### src/rtl/sd_pkg.sv
// sd_pkg: shared state/command/error types and SPI-mode command framing for sd_init_ctrl.
package sd_pkg;
  typedef enum logic [3:0] {
    S_IDLE, S_POWERUP, S_SEND, S_WAIT, S_TAIL, S_CHECK, S_DESEL, S_DONE, S_FAIL
  } state_e;
  typedef enum logic [2:0] {C_CMD0, C_CMD8, C_CMD55, C_ACMD41, C_CMD58} cmd_e;
  typedef enum logic [2:0] {
    E_NONE = 3'd0, E_CMD0 = 3'd1, E_CMD8 = 3'd2, E_CMD55 = 3'd3,
    E_ACMD41 = 3'd4, E_CMD58 = 3'd5, E_NCR = 3'd6
  } err_e;
  localparam logic [5:0] IDX_CMD0 = 6'd0;
  localparam logic [5:0] IDX_CMD8 = 6'd8;
  localparam logic [5:0] IDX_CMD55 = 6'd55;
  localparam logic [5:0] IDX_ACMD41 = 6'd41;
  localparam logic [5:0] IDX_CMD58 = 6'd58;
  localparam logic [31:0] ARG_CMD8 = 32'h0000_01AA;
  localparam logic [31:0] ARG_ACMD41 = 32'h4000_0000;
  localparam logic [7:0] CRC_CMD0 = 8'h95;
  localparam logic [7:0] CRC_CMD8 = 8'h87;
  localparam logic [7:0] CRC_NONE = 8'hFF;
  // 6-byte frame, first byte on the wire in bits [47:40]
  function automatic logic [47:0] cmd_frame(cmd_e c);
    logic [5:0] idx;
    logic [31:0] arg;
    logic [7:0] crc;
    idx = c == C_CMD0 ? IDX_CMD0 : c == C_CMD8 ? IDX_CMD8 : c == C_CMD55 ? IDX_CMD55 :
          c == C_ACMD41 ? IDX_ACMD41 : IDX_CMD58;
    arg = c == C_CMD8 ? ARG_CMD8 : c == C_ACMD41 ? ARG_ACMD41 : 32'h0;
    crc = c == C_CMD0 ? CRC_CMD0 : c == C_CMD8 ? CRC_CMD8 : CRC_NONE;
    return {2'b01, idx, arg, crc};
  endfunction
endpackage

### src/rtl/sd_init_ctrl_frame.sv
// sd_init_ctrl_frame: selects one byte of the current command frame.
module sd_init_ctrl_frame
  import sd_pkg::*;
(
  input  cmd_e       cmd_i,
  input  logic [2:0] sel_i,
  output logic [7:0] tx_o
);
  logic [47:0] f;
  assign f = cmd_frame(cmd_i);
  always_comb
    tx_o = sel_i == 3'd0 ? f[47:40] : sel_i == 3'd1 ? f[39:32] : sel_i == 3'd2 ? f[31:24] :
           sel_i == 3'd3 ? f[23:16] : sel_i == 3'd4 ? f[15:8] : f[7:0];
endmodule

### src/rtl/sd_init_ctrl.sv
// sd_init_ctrl: SD-card SPI-mode init sequencer (CMD0, CMD8, CMD55/ACMD41 loop, CMD58).
module sd_init_ctrl
  import sd_pkg::*;
#(
  parameter int POWERUP_BYTES  = 10,
  parameter int NCR_MAX        = 8,
  parameter int ACMD41_RETRIES = 1000
) (
  input  logic       clk,
  input  logic       res,
  input  logic       start,
  output logic       spi_req,
  output logic [7:0] spi_tx,
  input  logic       spi_done,
  input  logic [7:0] spi_rx,
  output logic       sd_cs,
  output logic       busy,
  output logic       init_ok,
  output logic       init_err,
  output logic [2:0] err_code,
  output logic [7:0] r1,
  output logic       ccs
);
  localparam logic [3:0] PU_LAST = 4'(POWERUP_BYTES - 1);
  localparam logic [3:0] NCR_LAST = 4'(NCR_MAX - 1);
  localparam logic [15:0] RETRY_LAST = 16'(ACMD41_RETRIES - 1);
  state_e state_q, state_d, dst_q, dst_d;
  cmd_e cmd_q, cmd_d;
  err_e err_q, err_d;
  logic pend_q, pend_d, ccs_q, ccs_d, xfer, xs;
  logic [3:0] cnt_q, cnt_d, poll_q, poll_d;
  logic [15:0] retry_q, retry_d;
  logic [31:0] tail_q, tail_d;
  logic [7:0] r1_q, r1_d, frame_tx;
  sd_init_ctrl_frame u_frame (.cmd_i(cmd_q), .sel_i(cnt_q[2:0]), .tx_o(frame_tx));
  // a done only counts when a byte is actually outstanding
  assign xfer = pend_q & spi_done;
  always_ff @(posedge clk) begin
    if (res) begin
      state_q <= S_IDLE;
      dst_q   <= S_IDLE;
      cmd_q   <= C_CMD0;
      err_q   <= E_NONE;
      pend_q  <= 1'b0;
      ccs_q   <= 1'b0;
      cnt_q   <= '0;
      poll_q  <= '0;
      retry_q <= '0;
      tail_q  <= '0;
      r1_q    <= 8'hFF;
    end else begin
      state_q <= state_d;
      dst_q   <= dst_d;
      cmd_q   <= cmd_d;
      err_q   <= err_d;
      pend_q  <= pend_d;
      ccs_q   <= ccs_d;
      cnt_q   <= cnt_d;
      poll_q  <= poll_d;
      retry_q <= retry_d;
      tail_q  <= tail_d;
      r1_q    <= r1_d;
    end
  end
  always_comb begin
    state_d = state_q;
    dst_d   = dst_q;
    cmd_d   = cmd_q;
    err_d   = err_q;
    ccs_d   = ccs_q;
    cnt_d   = cnt_q;
    poll_d  = poll_q;
    retry_d = retry_q;
    tail_d  = tail_q;
    r1_d    = r1_q;
    pend_d  = spi_req | (pend_q & ~spi_done);
    case (state_q)
      S_IDLE, S_DONE, S_FAIL:
        if (start) begin
          state_d = S_POWERUP;
          cnt_d   = '0;
          retry_d = '0;
          err_d   = E_NONE;
        end
      S_POWERUP:
        if (xfer) begin
          cnt_d = cnt_q + 4'd1;
          if (cnt_q == PU_LAST) begin
            state_d = S_SEND;
            cmd_d   = C_CMD0;
            cnt_d   = '0;
          end
        end
      S_SEND:
        if (xfer) begin
          cnt_d = cnt_q + 4'd1;
          if (cnt_q == 4'd5) begin
            state_d = S_WAIT;
            cnt_d   = '0;
            poll_d  = '0;
          end
        end
      S_WAIT:
        if (xfer) begin
          if (!spi_rx[7]) begin
            r1_d    = spi_rx;
            state_d = (cmd_q == C_CMD8 || cmd_q == C_CMD58) ? S_TAIL : S_CHECK;
          end else if (poll_q == NCR_LAST) begin
            err_d   = E_NCR;
            dst_d   = S_FAIL;
            state_d = S_DESEL;
          end else poll_d = poll_q + 4'd1;
        end
      S_TAIL:
        if (xfer) begin
          tail_d = {tail_q[23:0], spi_rx};
          cnt_d  = cnt_q + 4'd1;
          if (cnt_q == 4'd3) state_d = S_CHECK;
        end
      S_CHECK: begin
        state_d = S_DESEL;
        dst_d   = S_SEND;
        case (cmd_q)
          C_CMD0:
            if (r1_q == 8'h01) cmd_d = C_CMD8;
            else begin dst_d = S_FAIL; err_d = E_CMD0; end
          C_CMD8:
            if (r1_q == 8'h01 && tail_q[11:0] == 12'h1AA) cmd_d = C_CMD55;
            else begin dst_d = S_FAIL; err_d = E_CMD8; end
          C_CMD55:
            if (r1_q[7:1] == 7'd0) cmd_d = C_ACMD41;
            else begin dst_d = S_FAIL; err_d = E_CMD55; end
          C_ACMD41:
            if (r1_q == 8'h00) cmd_d = C_CMD58;
            else if (r1_q == 8'h01 && retry_q != RETRY_LAST) begin
              retry_d = retry_q + 16'd1;
              cmd_d   = C_CMD55;
            end else begin dst_d = S_FAIL; err_d = E_ACMD41; end
          default:
            if (r1_q == 8'h00) begin ccs_d = tail_q[30]; dst_d = S_DONE; end
            else begin dst_d = S_FAIL; err_d = E_CMD58; end
        endcase
      end
      S_DESEL:
        if (xfer) begin
          state_d = dst_q;
          cnt_d   = '0;
        end
      default: state_d = S_IDLE;
    endcase
  end
  always_comb begin
    xs       = state_q inside {S_POWERUP, S_SEND, S_WAIT, S_TAIL, S_DESEL};
    spi_req  = xs & ~pend_q;
    spi_tx   = state_q == S_SEND ? frame_tx : 8'hFF;
    sd_cs    = !(state_q inside {S_SEND, S_WAIT, S_TAIL, S_CHECK});
    busy     = !(state_q inside {S_IDLE, S_DONE, S_FAIL});
    init_ok  = state_q == S_DONE;
    init_err = state_q == S_FAIL;
    err_code = err_q;
    r1       = r1_q;
    ccs      = ccs_q;
  end
endmodule

### config.mk
export PLATFORM = sky130hd
export DESIGN_NAME = sd_init_ctrl
export DESIGN_NICKNAME = d
export VERILOG_FILES = /design/src/rtl/sd_pkg.sv /design/src/rtl/sd_init_ctrl_frame.sv /design/src/rtl/sd_init_ctrl.sv
export SDC_FILE = /design/constraint.sdc
export NUM_CORES = 1
export LEC_CHECK = 0
export BUFFER_PORTS_ARGS = -buffer_cell sky130_fd_sc_hd__buf_2
export CAP_MARGIN = 15
export CORE_ASPECT_RATIO = 1.1
export CORE_UTILIZATION = 50
export DETAILED_ROUTE_END_ITERATION = 10
export PLACE_DENSITY = 0.69
export RECOVER_POWER = 50
export SYNTH_ARGS = -nofsm -noshare
export SYNTH_HDL_FRONTEND = slang
export SYNTH_SLANG_ARGS = --single-unit
### constraint.sdc
create_clock -name clk -period 2 [get_ports clk]
set_input_delay 0.2 -clock clk [delete_from_list [all_inputs] [get_ports clk]]
set_output_delay 0.2 -clock clk [all_outputs]
set_load 0.03 [all_outputs]
Word level (Yosys, flattened, before mapping)
Cells that the tools add are included.

$add $sub $neg: 3. $mul: 0. Div/mod/pow operators: 0. $lt $le $gt $ge: 0. Eq/ne operators: 50. Shifts and indexed selects: 0. Muxes and demuxes: 78. Bitwise gates (word level): 8. Reduce and logical (&&, ||, !) cells: 31.

Operators with widths (number): $mux W4 (32); $mux W16 (4); $mux W8 (7); $mux W3 (17); $mux W32 (1); $pmux W16 S2 (1); $mux W31 (1); $ne A2 B2 Y1 const B (14); $pmux W4 S7 (1); $ne A3 B3 Y1 const B (9); $eq A4 B3 Y1 const B (6); $pmux W3 S4 (2); $pmux W4 S5 (1); $mux W6 (3); $add A16 B1 Y16 const B (1); $ne A16 B10 Y1 const B (1); $pmux W4 S2 (2); $pmux W4 S4 (1); $eq A12 B9 Y1 const B (1); $eq A3 B2 Y1 const B (4); $eq A4 B2 Y1 const B (3); $reduce_and A6 Y1 (2); $reduce_and A11 Y1 (1); $reduce_and A10 Y1 (1); other kinds (36) (54).

Register bits: 79. Latch bits: 0. Memory bits (writable): 0. Bits in read-only memories: 0. Input port bits: 12. Output and inout port bits: 25. Word-level logic and storage cells: 181. Memories: 0.

Depth between registers and ports, before layout
Depth after elaboration: 9. Gate-level depth with buffers: 8. Gate-level depth less buffers: 8.

Cells and area by module
A second synthesis with hierarchy kept.

Cells, all modules: 450. Area, all modules: 3542.1 um^2.

By module, submodules not included: sd_init_ctrl (times used 1, cells each 418, area each 3338.2 um^2, sequential area each 1241.2 um^2); sd_init_ctrl_frame (times used 1, cells each 32, area each 203.9 um^2, sequential area each 0.0 um^2).

Worst setup path after synthesis
No wires, ideal clock.

Path kind: reg2reg. Start: register state_q[2]. End: register pend_q. Library setup time: 0.065 ns. Data arrival time: 2.604 ns. Required time: 1.935 ns. Slack: -0.669 ns. Stages on the path, launching flop included: 5. Path buffers: 1. Clock period less this slack: 2.669 ns. Path through: dfxtp_1 > buf_2 > nor3_1 > a2111oi_0 > o21a_1.

Longest elaborated chain between the ends: 4. Elaborated cells between the ends (all ways): 8.

RTL lines: start: declaration (RTL line sd_init_ctrl.sv:27) `state_e state_q, state_d, dst_q, dst_d;`; start signal: assignment (RTL line sd_init_ctrl.sv:52) `state_q <= state_d;`; $eq A4 B1 Y1 (tied with other cells) (RTL line sd_init_ctrl.sv:153) `xs = state_q inside {S_POWERUP, S_SEND, S_WAIT, S_TAIL, S_DESEL};`; $reduce_bool A5 Y1 (*) (RTL line sd_init_ctrl.sv:153); $and A1 B1 Y1 (*) (RTL line sd_init_ctrl.sv:154) `spi_req = xs & ~pend_q;`; named net spi_req (RTL line sd_init_ctrl.sv:12) `output logic spi_req,`; $or A1 B1 Y1 (*) (RTL line sd_init_ctrl.sv:76) `pend_d = spi_req | (pend_q & ~spi_done);`; end signal: assignment (RTL line sd_init_ctrl.sv:56) `pend_q <= pend_d;`; end: declaration (RTL line sd_init_ctrl.sv:30) `logic pend_q, pend_d, ccs_q, ccs_d, xfer, xs;`.

The timed path passes the listed nets; every way through them passes the cells marked *. A chain may end at the register's enable or synchronous reset.

Worst setup path after layout
Start: register cnt_q[0]. End: output spi_tx[4].

Longest elaborated chain between the ends: 7. Elaborated cells between the ends (all ways): 11.

RTL lines: start: declaration (RTL line sd_init_ctrl.sv:31) `logic [3:0] cnt_q, cnt_d, poll_q, poll_d;`; start signal: assignment (RTL line sd_init_ctrl.sv:58) `cnt_q <= cnt_d;`; $eq A3 B3 Y1 (RTL line sd_init_ctrl_frame.sv:13) `sel_i == 3'd3 ? f[23:16] : sel_i == 3'd4 ? f[15:8] : f[7:0];`; $mux W8 (2 in series) (RTL line sd_init_ctrl_frame.sv:13); $mux W8 (2 in series) (RTL line sd_init_ctrl_frame.sv:12) `tx_o = sel_i == 3'd0 ? f[47:40] : sel_i == 3'd1 ? f[39:32] : sel_i == 3'd2 ? f[31:24] :`; $mux W8 (*) (RTL line sd_init_ctrl_frame.sv:12); $mux W8 (*) (RTL line sd_init_ctrl.sv:155) `spi_tx = state_q == S_SEND ? frame_tx : 8'hFF;`; end: declaration (RTL line sd_init_ctrl.sv:13) `output logic [7:0] spi_tx,`.

Every way passes the cells marked *; elsewhere a longest branch is shown, timed or not.

==> summary.md <==
| Metric | Value |
|---|---|
| Detail Placement HPWL | `6220 um` |
| Fraction of the yosys area taken by sequential cells | `36.8%` |
| Area used by multi-input combinational logic | `2240 um2` |
| Number of cells on the worst hold path | `3` |
| Critical path launch point type | `register` |
| Reg-to-reg setup timing slack | `20 ps` |
| Peak supply drop | `0.736 mV` |
| Crit Path Class | `register to output port` |
| Total of endpoints with negative setup slack in the final report | `3` |
| Pre-CTS worst setup slack | `-84.1 ps` |
| Source-to-sink clock delay at the later pin of the worst-skew pair | `340 ps` |
| Mapped Nets | `457` |
| Worst-path cell chain | `ha_4, ha_4, o21bai_4, nor2_4, maj3_2, o22ai_1, nand2_1, buf_6` |
| Total core area | `6560 um2` |
| Total global-route track usage | `26.1%` |
| Most common flop cell mapped by yosys | `dfxtp_1` |
| Number of I/O port buffers | `36` |
| Number of hold buffers added after cts | `0` |
| Largest delay contributor family on the critical path | `adder cells` |
| Slowest CP cell | `dfxtp_4` |
| Number of buffers between clock root and the deepest sink | `2` |
| Max-cap violation count | `0` |
| Routed wire length | `9160 um` |
| Final hold violations | `0` |
| CP Data Arrival Time | `1850 ps` |
| Mapped Avg Cell Area | `7.69 um2` |
| Met2 global-route usage | `43.4%` |
| GR met1 Demand/Resource | `34.2%` |
| TritonCTS clock tree | `built` |
| Proportion of register bits with asynchronous set or reset after synthesis | `0%` |
| Post-detailed-route via-to-cell ratio | `5.70` |
| Footprint of the flip-flops and latches | `1250 um2` |
| Final estimated routing congestion in global placement | `0.891` |
| Num ports | `37` |
| Setup slack after layout | `-47.5 ps` |
| Clock sink count | `62` |
| First-pass iteration count of the detailed router | `7` |
| Worst slew margin relative to its limit | `63.3%` |
| Number of antenna violations at the first check in global routing | `0` |
| Data required time at the worst endpoint | `1800 ps` |
| Type of destination of the critical path | `output port` |
| Root buffer cell | `clkbuf_8` |
| Worst hold path type | `input port to register` |
| Worst clock skew | `6.97 ps` |
| Post-route antenna net violation count | `0` |
| Clock-pin transition on the worst setup and hold timing paths | `70 ps` |
| Layout cells sized above 1 | `27.0%` |
| Synth Register Bits | `62` |
| Busiest layer in global routing | `met2` |
| Number of distinct standard cells referenced by the synthesized netlist | `65` |
| H-Tree Level Count | `3` |
| Fmax | `488 MHz` |
| Global-route wire length before repair | `14300 um` |
| Xor/xnor cell area share of the yosys netlist | `4.94%` |
| Crit path time final | `2050 ps` |
| Post-synthesis cell count | `438` |
| Delay contributed by the slowest stage of the critical path | `410 ps` |
| Pwr/cell area | `1080 nW/um2` |
| Die footprint | `7070 um2` |
| Most numerous cell on the critical path | `ha_4` |
| Multiplexer share of the synthesized area | `4.23%` |
| Number of design rule violations left after detail routing | `0` |
| Per-cell routed wire length | `15.1 um` |
| Largest family of logic cells by synthesized area | `simple AND/OR/NAND/NOR gates` |
| Post-layout util | `68.6%` |
| Outcome | `complete, but fails checks` |
| Number of DRC markers in iteration 0 | `256` |
| Met3 Resource Use GR | `5.00%` |
| Via count | `3463` |
| Total stage count of the critical path | `8` |
| Area added between synthesis and finish | `33.4%` |
| Post-route fraction of the period consumed by the critical path | `102%` |
| Fill cell total of the finished layout | `535` |
| Count of flip-flops with a built-in enable after synthesis | `0` |
| Initial standard-cell utilization of the core | `51.4%` |
| Post-synth design cell area | `3370 um2` |
| Diodes inserted | `0` |
| Count of yosys warnings during synthesis | `0` |
| Number of pins with negative max-slew slack in the final report | `0` |
| TritonCTS Buffers | `9` |
| Row cnt | `31` |
| Layout Nets | `540` |
| Compound-gate portion of the synthesized area | `17.3%` |
| Transition time at the pin with the least slew margin | `550 ps` |
| RSZ-0062 raised after global routing | `true` |
| Die height | `88.1 um` |
| Overall die width | `80.3 um` |
| Violated checks | `negative setup slack` |
| Adder-cell share of the synthesized area | `2.90%` |
| Total Power Consumption | `4.86 mW` |
| Pin count of the biggest net entering global routing | `21` |
| Post-synthesis simple-gate area fraction | `29.5%` |
| Crit path max fanout | `3` |
| Number of global-route vias before repair | `3064` |
| Static leakage | `1.64 nW` |
| Combined buffer and inverter count along the critical path | `1` |
| Remaining global-route overflow | `0` |
| Depth of the worst register-to-register path | `6` |
[worst register-to-register path: stages (launching register included)]
cell and delay, ps:
dfxtp_1 320, or4bb_4 540, nor4_4 260, o21bai_1 120, a31oi_2 210, o41ai_1 110
mux2_1 320
[Yosys cell counts, types with 9 or more instances]
cell type / count / area (um2)
clkbuf_1: 15 / 56.3
dfxtp_1: 62 / 1240
o21ai_0: 14 / 70.1
mux2i_1: 12 / 120
xnor2_1: 9 / 78.8
a21oi_1: 39 / 195
nand2_1: 82 / 308
inv_1: 14 / 52.6
nor2_1: 48 / 180
nor3_1: 14 / 70.1
nand3_1: 12 / 60.1
xor2_1: 10 / 87.6
[metal layers]
layer | wire length (um) | part of all wire, % | vias to the layer above
met5 | 0 | 0 | -
met4 | 100 | 1.1 | 0
met3 | 372 | 4.1 | 11
met2 | 4570 | 50 | 98
met1 | 4120 | 45 | 1652
li1 | - | - | 1702
[flip-flops by register name (all words and copies together), names as in the netlist]
name	count
ccs	1
cmd_q	3
cnt_q	4
dst_q	3
err_code	3
pend_q	1
poll_q	4
r1	8
retry_q	16
state_q	4
tail_q	15
[final cells by class]
type                       instances  share of cell area (%)
multi-input combinational        340                    49.8
sequential                        62                    27.8
timing repair buffer              93                    14.3
clock buffer                      11                    3.15
tap                               82                    2.28
inverter                          15                    1.42
clock inverter                     5                    1.28
[power by group]
| group | switching, mW | internal [mW] | leakage [nW] |
|---|---|---|---|
| Clock | 0.505 | 0.612 | 0.104 |
| Sequential | 0.117 | 1.32 | 0.503 |
| Combinational | 1.33 | 0.980 | 1.03 |
[worst paths after layout]
path / from / endpoint
min: spi_rx[2] / r1[2]$_SDFFE_PP1P_
min reg2reg: tail_q[8]$_SDFFE_PP0P_ / tail_q[8]$_SDFFE_PP0P_
max reg2reg: tail_q[4]$_SDFFE_PP0P_ / cmd_q[0]$_SDFFE_PP0P_
max: cnt_q[0]$_SDFFE_PP0P_ / spi_tx[4]
[cell families after synthesis]
group	count (synthesis)
compound gates	94
xor+xnor	19
fa+ha+maj	8
buf+inv	36
flops	62
mux	14
simple gates	205
[repair_timing]
action	4_1_cts	5_1_grt
endpoints found under the setup margin	14	33
pin swaps	14	15
setup buffers	2	5
cloned	0	1
hold endpoints to repair	0	0
resized for setup	40	34
[placed cells by master, fill, tap and decap left out, types with 3 or more instances in the layout]
cell type,netlist,layout
clkbuf_1,15,15
nand3_1,12,12
nor2_2,0,4
buf_2,4,16
nor4_1,5,3
buf_4,1,49
xor2_1,10,10
o21ai_0,14,11
nand3b_1,3,3
nor3_1,14,10
ha_4,0,5
nor3_4,1,3
o21ai_1,5,7
o211ai_1,6,6
xnor2_1,9,9
clkbuf_2,0,4
nand2b_1,6,6
buf_6,0,9
dfxtp_1,62,58
nor2b_1,3,3
nor2_1,48,43
a21oi_2,0,3
nand2_1,82,82
clkbuf_8,0,10
nor3_2,1,3
a21oi_1,39,36
nand4_1,5,5
mux2i_1,12,12
inv_1,14,12
[through the flow]
| stage | instance area [um2] | hold WS, ps | std cells | TNS (ps) |
|---|---|---|---|---|
| 4_1_cts | 4330 | 90.2 | 602 | -108 |
| 3_3_place_gp | 3960 | 430 | 584 | -3.46 |
| 2_1_floorplan | 3380 | 328 | 438 | -20.7 |
| 3_5_place_dp | 3960 | 441 | 584 | -128 |
| 6_report | 4500 | 95.8 | 608 | -93.5 |
| 5_1_grt | 4500 | 110 | 608 | -776 |
Note: power is estimated with default switching activity, not from simulation.
